`config.mk`:
```
export PLATFORM = sky130hd
export DESIGN_NAME = set_bit_scanner
export DESIGN_NICKNAME = d
export VERILOG_FILES = /design/src/rtl/scanner_pkg.sv /design/src/rtl/lowest_set_bit.sv /design/src/rtl/set_bit_scanner.sv
export SDC_FILE = /design/constraint.sdc
export NUM_CORES = 1
export LEC_CHECK = 0
export CORE_ASPECT_RATIO = 1.4
export CORE_MARGIN = 3
export CORE_UTILIZATION = 30
export CTS_BUF_LIST = sky130_fd_sc_hd__clkbuf_4 sky130_fd_sc_hd__clkbuf_8 sky130_fd_sc_hd__clkbuf_16
export CTS_CLUSTER_SIZE = 8
export DETAILED_ROUTE_END_ITERATION = 10
export PLACE_DENSITY = 0.61
export SYNTH_ARGS = -nofsm -noshare
export SYNTH_HDL_FRONTEND = slang
export SYNTH_SLANG_ARGS = --single-unit
```
`constraint.sdc`:
```
create_clock -name clock -period 3.8 [get_ports clock]
set_clock_uncertainty 0.15 [all_clocks]
set_input_delay 1.14 -clock clock [delete_from_list [all_inputs] [get_ports clock]]
set_output_delay 1.14 -clock clock [all_outputs]
set_load 0.005 [all_outputs]
```
`src/rtl/scanner_pkg.sv`:
```
// Shared types and constants for the set-bit scanner.
package scanner_pkg;

    // Default datapath word width.
    localparam int unsigned DefaultWidth = 32;

    // Index width for a given word width; never below one bit.
    function automatic int unsigned idx_width(input int unsigned width);
        return (width > 1) ? $clog2(width) : 1;
    endfunction

    localparam int unsigned DefaultIdxW = idx_width(DefaultWidth);

    // Scanner FSM states.
    typedef enum logic [1:0] {
        StIdle  = 2'd0,
        StScan  = 2'd1,
        StEmpty = 2'd2
    } state_e;

endpackage

```
`src/rtl/lowest_set_bit.sv`:
```
// Combinational lowest-set-bit finder: index, presence flag and a one-hot
// mask of that bit so the caller can clear it.
module lowest_set_bit
    import scanner_pkg::*;
#(
    parameter int unsigned WIDTH = DefaultWidth,
    parameter int unsigned IDX_W = idx_width(WIDTH)
) (
    input  logic [WIDTH-1:0] vec_i,
    output logic [IDX_W-1:0] index_o,
    output logic             found_o,
    output logic [WIDTH-1:0] one_hot_clear_o
);

    logic [WIDTH-1:0] one_hot;

    // Isolate the lowest set bit (two's complement trick), then encode it.
    always_comb begin
        one_hot = vec_i & (~vec_i + WIDTH'(1));
        index_o = '0;
        for (int i = 0; i < int'(WIDTH); i++) begin
            if (one_hot[i]) begin
                index_o = index_o | IDX_W'(i);
            end
        end
        found_o         = |vec_i;
        one_hot_clear_o = one_hot;
    end

endmodule

```
`src/rtl/set_bit_scanner.sv`:
```
// Accepts one word over valid/ready and streams out the index of each set
// bit, lowest first; an all-zero word yields a single flagged empty beat.
module set_bit_scanner
    import scanner_pkg::*;
#(
    parameter int unsigned WIDTH = DefaultWidth,
    parameter int unsigned IDX_W = idx_width(WIDTH)
) (
    input  logic             clock,
    input  logic             reset,
    input  logic             in_valid,
    output logic             in_ready,
    input  logic [WIDTH-1:0] in_data,
    output logic             out_valid,
    input  logic             out_ready,
    output logic [IDX_W-1:0] out_index,
    output logic             out_last,
    output logic             out_empty,
    output logic             busy
);

    state_e           state_q, state_d;
    logic [WIDTH-1:0] rem_q, rem_d;

    logic [IDX_W-1:0] lsb_index;
    logic             lsb_found;
    logic [WIDTH-1:0] lsb_clear;
    logic             single_bit;

    lowest_set_bit #(
        .WIDTH (WIDTH),
        .IDX_W (IDX_W)
    ) u_lsb (
        .vec_i           (rem_q),
        .index_o         (lsb_index),
        .found_o         (lsb_found),
        .one_hot_clear_o (lsb_clear)
    );

    // Exactly one bit remaining means the current beat is the last one.
    always_comb begin
        single_bit = lsb_found && ((rem_q & (rem_q - WIDTH'(1))) == '0);
    end

    // Next-state, rem update and handshake outputs.
    always_comb begin
        state_d   = state_q;
        rem_d     = rem_q;
        in_ready  = 1'b0;
        out_valid = 1'b0;
        out_index = '0;
        out_last  = 1'b0;
        out_empty = 1'b0;
        busy      = (state_q != StIdle);

        unique case (state_q)
            StIdle: begin
                // Held low during reset so nothing is taken while flops clear.
                in_ready = !reset;
                if (in_valid && in_ready) begin
                    if (in_data == '0) begin
                        rem_d   = '0;
                        state_d = StEmpty;
                    end else begin
                        rem_d   = in_data;
                        state_d = StScan;
                    end
                end
            end
            StScan: begin
                out_valid = 1'b1;
                out_index = lsb_index;
                out_last  = single_bit;
                if (!lsb_found) begin
                    // Unreachable in normal operation; recover rather than hang.
                    state_d = StIdle;
                end else if (out_ready) begin
                    rem_d = rem_q & ~lsb_clear;
                    if (single_bit) begin
                        state_d = StIdle;
                    end
                end
            end
            StEmpty: begin
                out_valid = 1'b1;
                out_last  = 1'b1;
                out_empty = 1'b1;
                if (out_ready) begin
                    state_d = StIdle;
                end
            end
            default: begin
                state_d = StIdle;
                rem_d   = '0;
            end
        endcase
    end

    // State and remaining-bits registers; reset discards any word in flight.
    always_ff @(posedge clock or posedge reset) begin
        if (reset) begin
            state_q <= StIdle;
            rem_q   <= '0;
        end else begin
            state_q <= state_d;
            rem_q   <= rem_d;
        end
    end

endmodule
```
==> flow_summary.ini <==
[placement]
finalWeightedCongestion = 0.988
place_hpwl_um = 9380
io_buffers = 45

[yosys]
synth_compound_area_share_pct = 30.4
synth_top_family_by_area = simple AND/OR/NAND/NOR gates
synthAdderAreaFrac_pct = 1.70
yosys.area.top_type_share_pct = 30.5
synthesis.area_um2 = 2790
synth_xor_area_share_pct = 0
synthMuxAreaShare_pct = 0.359
async_reset_ff_share_pct = 100
synthCells = 354
synth_most_common_cell = nand2_1
ys_seq_elements = 34
synth_top_area_cell = dfrtp_1
ys_top_cells_by_area = dfrtp_1 (30%), a22o_1 (6.9%), nand2_1 (6.6%), nor2_1 (4.8%), o21ai_0 (4.7%)
synth_edf_count = 0
yosys_most_used_dff = dfrtp_1
yosys.area_share.simple_pct = 31.1
yosys-top-cells-count = nand2_1 (49), nor2_1 (36), dfrtp_1 (34)
yosysUniqueCellTypes = 59
ys_warn_count = 0
synth.avg_cell_area_um2 = 7.88
synth_nets = 393
seq_area_frac_synth_pct = 30.5

[die]
start_util_pct = 30.9
dieWidth_um = 87.5
die_height_um = 120
boundaryPins = 46
die-area_um2 = 10500
fp-row-count = 41
core_um2 = 9030

[routing]
vias = 3583
via_per_inst = 5.85
routed_wl_um = 12200
drtIter0Drc = 266
first_pass_iters = 5
drc = 0
wire_per_inst_um = 19.9
ant_nets = 0

[global_route]
grt_overflow_total = 0
grt_max_degree = 35
first_global_vias = 3618
antenna_found_initial = 0
grt_first_pass_wirelength_um = 19300
grt.total_usage_pct = 24.0

[outcome]
status = finished with violations
violations = setup timing

[setup_path]
worstSetupPathType = flip-flop to output pin
crit_required_ns = 2.51
crit_path_end_kind = output pin
critPathLaunchType = flip-flop
crit_fanout = 4
slowest_delay_ns = 0.46
cp_slowest_cell = dfrtp_2
crit_chain = nor4_4 -> buf_4 -> nand4_1 -> o31a_1 -> a2111oi_4 -> and3_4 -> a31oi_2 -> nor2b_1 -> buf_2
cp_data_arrival_time_ns = 2.70

[sta]
finalSetupViolations = 2
fin_ws_ns = -0.189
rsz0062_at_grt = yes
hold_viol_final = 0
post-route-period-util_pct = 105
finalCriticalPeriod_ns = 3.99
max_freq_mhz = 251
drv_slew = 0
worst_pin_slew_ns = 1.13
relSlewSlack_pct = 24.0

[final_layout]
layout.nets = 544
antenna_cells = 0
drive_above_1_share_pct = 33.6
postLayoutCoreUtil_pct = 49.3
area_delta_synth_final_pct = 59.6
seq_area_um2 = 858
fill_cells = 897
multi_input_area_um2 = 1910

[clock_tree]
cts-buffers-inserted = 5
clockBufferDepth = 2
ctsHoldBuffers = 0
clock-sinks = 34
clk-insertion-delay-late_ns = 0.29
cts_tree = built
clkTransAtPathRegs_ns = 0.05
cts_root_buffer = clkbuf_16
h-tree-depth = 2

[power_and_ir_drop]
totalPowerFinal_mw = 3.92
ir_drop_uv = 496
p_per_area_nw_per_um2 = 881
power.leakage_nw = 1.92

[worst_hold_path]
worst_hold_path_type = flip-flop to flip-flop

[run]
max-cap-violations = 0
-- layer usage --
layer / global-route usage (%) / part of all wire, % / vias to the layer above
met1: 28.8 / 40 / 1740
met2: 40.8 / 51 / 136
met4: 12.6 / 4.4 / 0
met5: 0 / 0 / -
met3: 2.82 / 4.4 / 43
li1: - / - / 1664
-- kinds of logic after synthesis --
family,Yosys count
and+or+nand+nor,162
AOI/OAI and AO/OA,117
buffers and inverters,36
DFF,34
adders and majority gates,4
muxes,1
-- worst max-delay path: cells and delay by family (launching register included) --
family          cells  cell delay [ns]
flops               1             0.46
compound gates      3             0.82
simple gates        4             0.84
buf+inv             2             0.30
-- metrics by stage --
| step | hold slack [ns] | setup slack (ns) | instances | instance area [um2] | setup TNS, ns |
|---|---|---|---|---|---|
| final | 0.452 | -0.189 | 613 | 4450 | -0.194 |
| after global routing | 0.463 | -0.276 | 613 | 4450 | -0.610 |
| after CTS | 0.436 | -0.208 | 610 | 4380 | -0.236 |
| after detailed placement | 0.397 | -0.249 | 588 | 4050 | -0.850 |
| after global placement | 0.402 | -0.215 | 588 | 4050 | -0.878 |
| after floorplan | 0.359 | 0.403 | 354 | 2790 | 0 |
-- registers in the layout (all words and copies together) (netlist names) --
register / flops
rem_q: 32
state_q: 2
-- power breakdown --
part	switching [mW]	leakage (nW)	internal, mW
Combinational	1.44	1.41	1.29
Clock	0.163	0.0773	0.267
Sequential	0.220	0.424	0.536
Total	1.83	1.92	2.10
-- cell usage in the layout, fill, tap and decap left out, drive strengths merged, types with 4 or more instances in the layout --
cell type | Yosys | routed
buf | 9 | 126
nand2 | 49 | 49
o2bb2ai | 5 | 5
a2111oi | 4 | 4
a31oi | 4 | 4
nor4 | 25 | 25
a22o | 22 | 22
nand4 | 12 | 12
clkdlybuf4s50 | 0 | 39
dfrtp | 34 | 34
nor2 | 36 | 36
or2 | 4 | 4
nand3 | 6 | 6
inv | 15 | 15
a21oi | 18 | 18
nor3 | 15 | 15
o21ai | 27 | 27
clkbuf | 12 | 7
a21o | 5 | 5
-- timing repair --
item | CTS | global route
setup buffers | 15 | 3
setup endpoints to repair | 6 | 6
gates cloned | 0 | 0
hold endpoints to repair | 0 | 0
gates resized for setup | 42 | 18
pin swaps | 18 | 10
-- path summary, 6_finish.rpt --
check                          start    endpoint  slack, ns  depth (start not counted)
max                        rem_q[12]    out_last      -0.19                          9
min                         rem_q[8]    rem_q[8]       0.45                          1
max reg2reg                 rem_q[6]    rem_q[9]       0.82                         11
min reg2reg                 rem_q[8]    rem_q[8]       0.45                          1
max in group asynchronous      reset   rem_q[13]       1.96                          3
min in group asynchronous      reset  state_q[0]       1.18                          3
-- layout make-up --
cell class,instances,area share (%)
tap,107,3.01
sequential,34,19.3
multi-input combinational,284,42.9
inverter,15,1.26
clock buffer,7,3.29
clock inverter,1,0.112
timing repair buffer,165,30.1
Power figures use the tool's default switching activity.
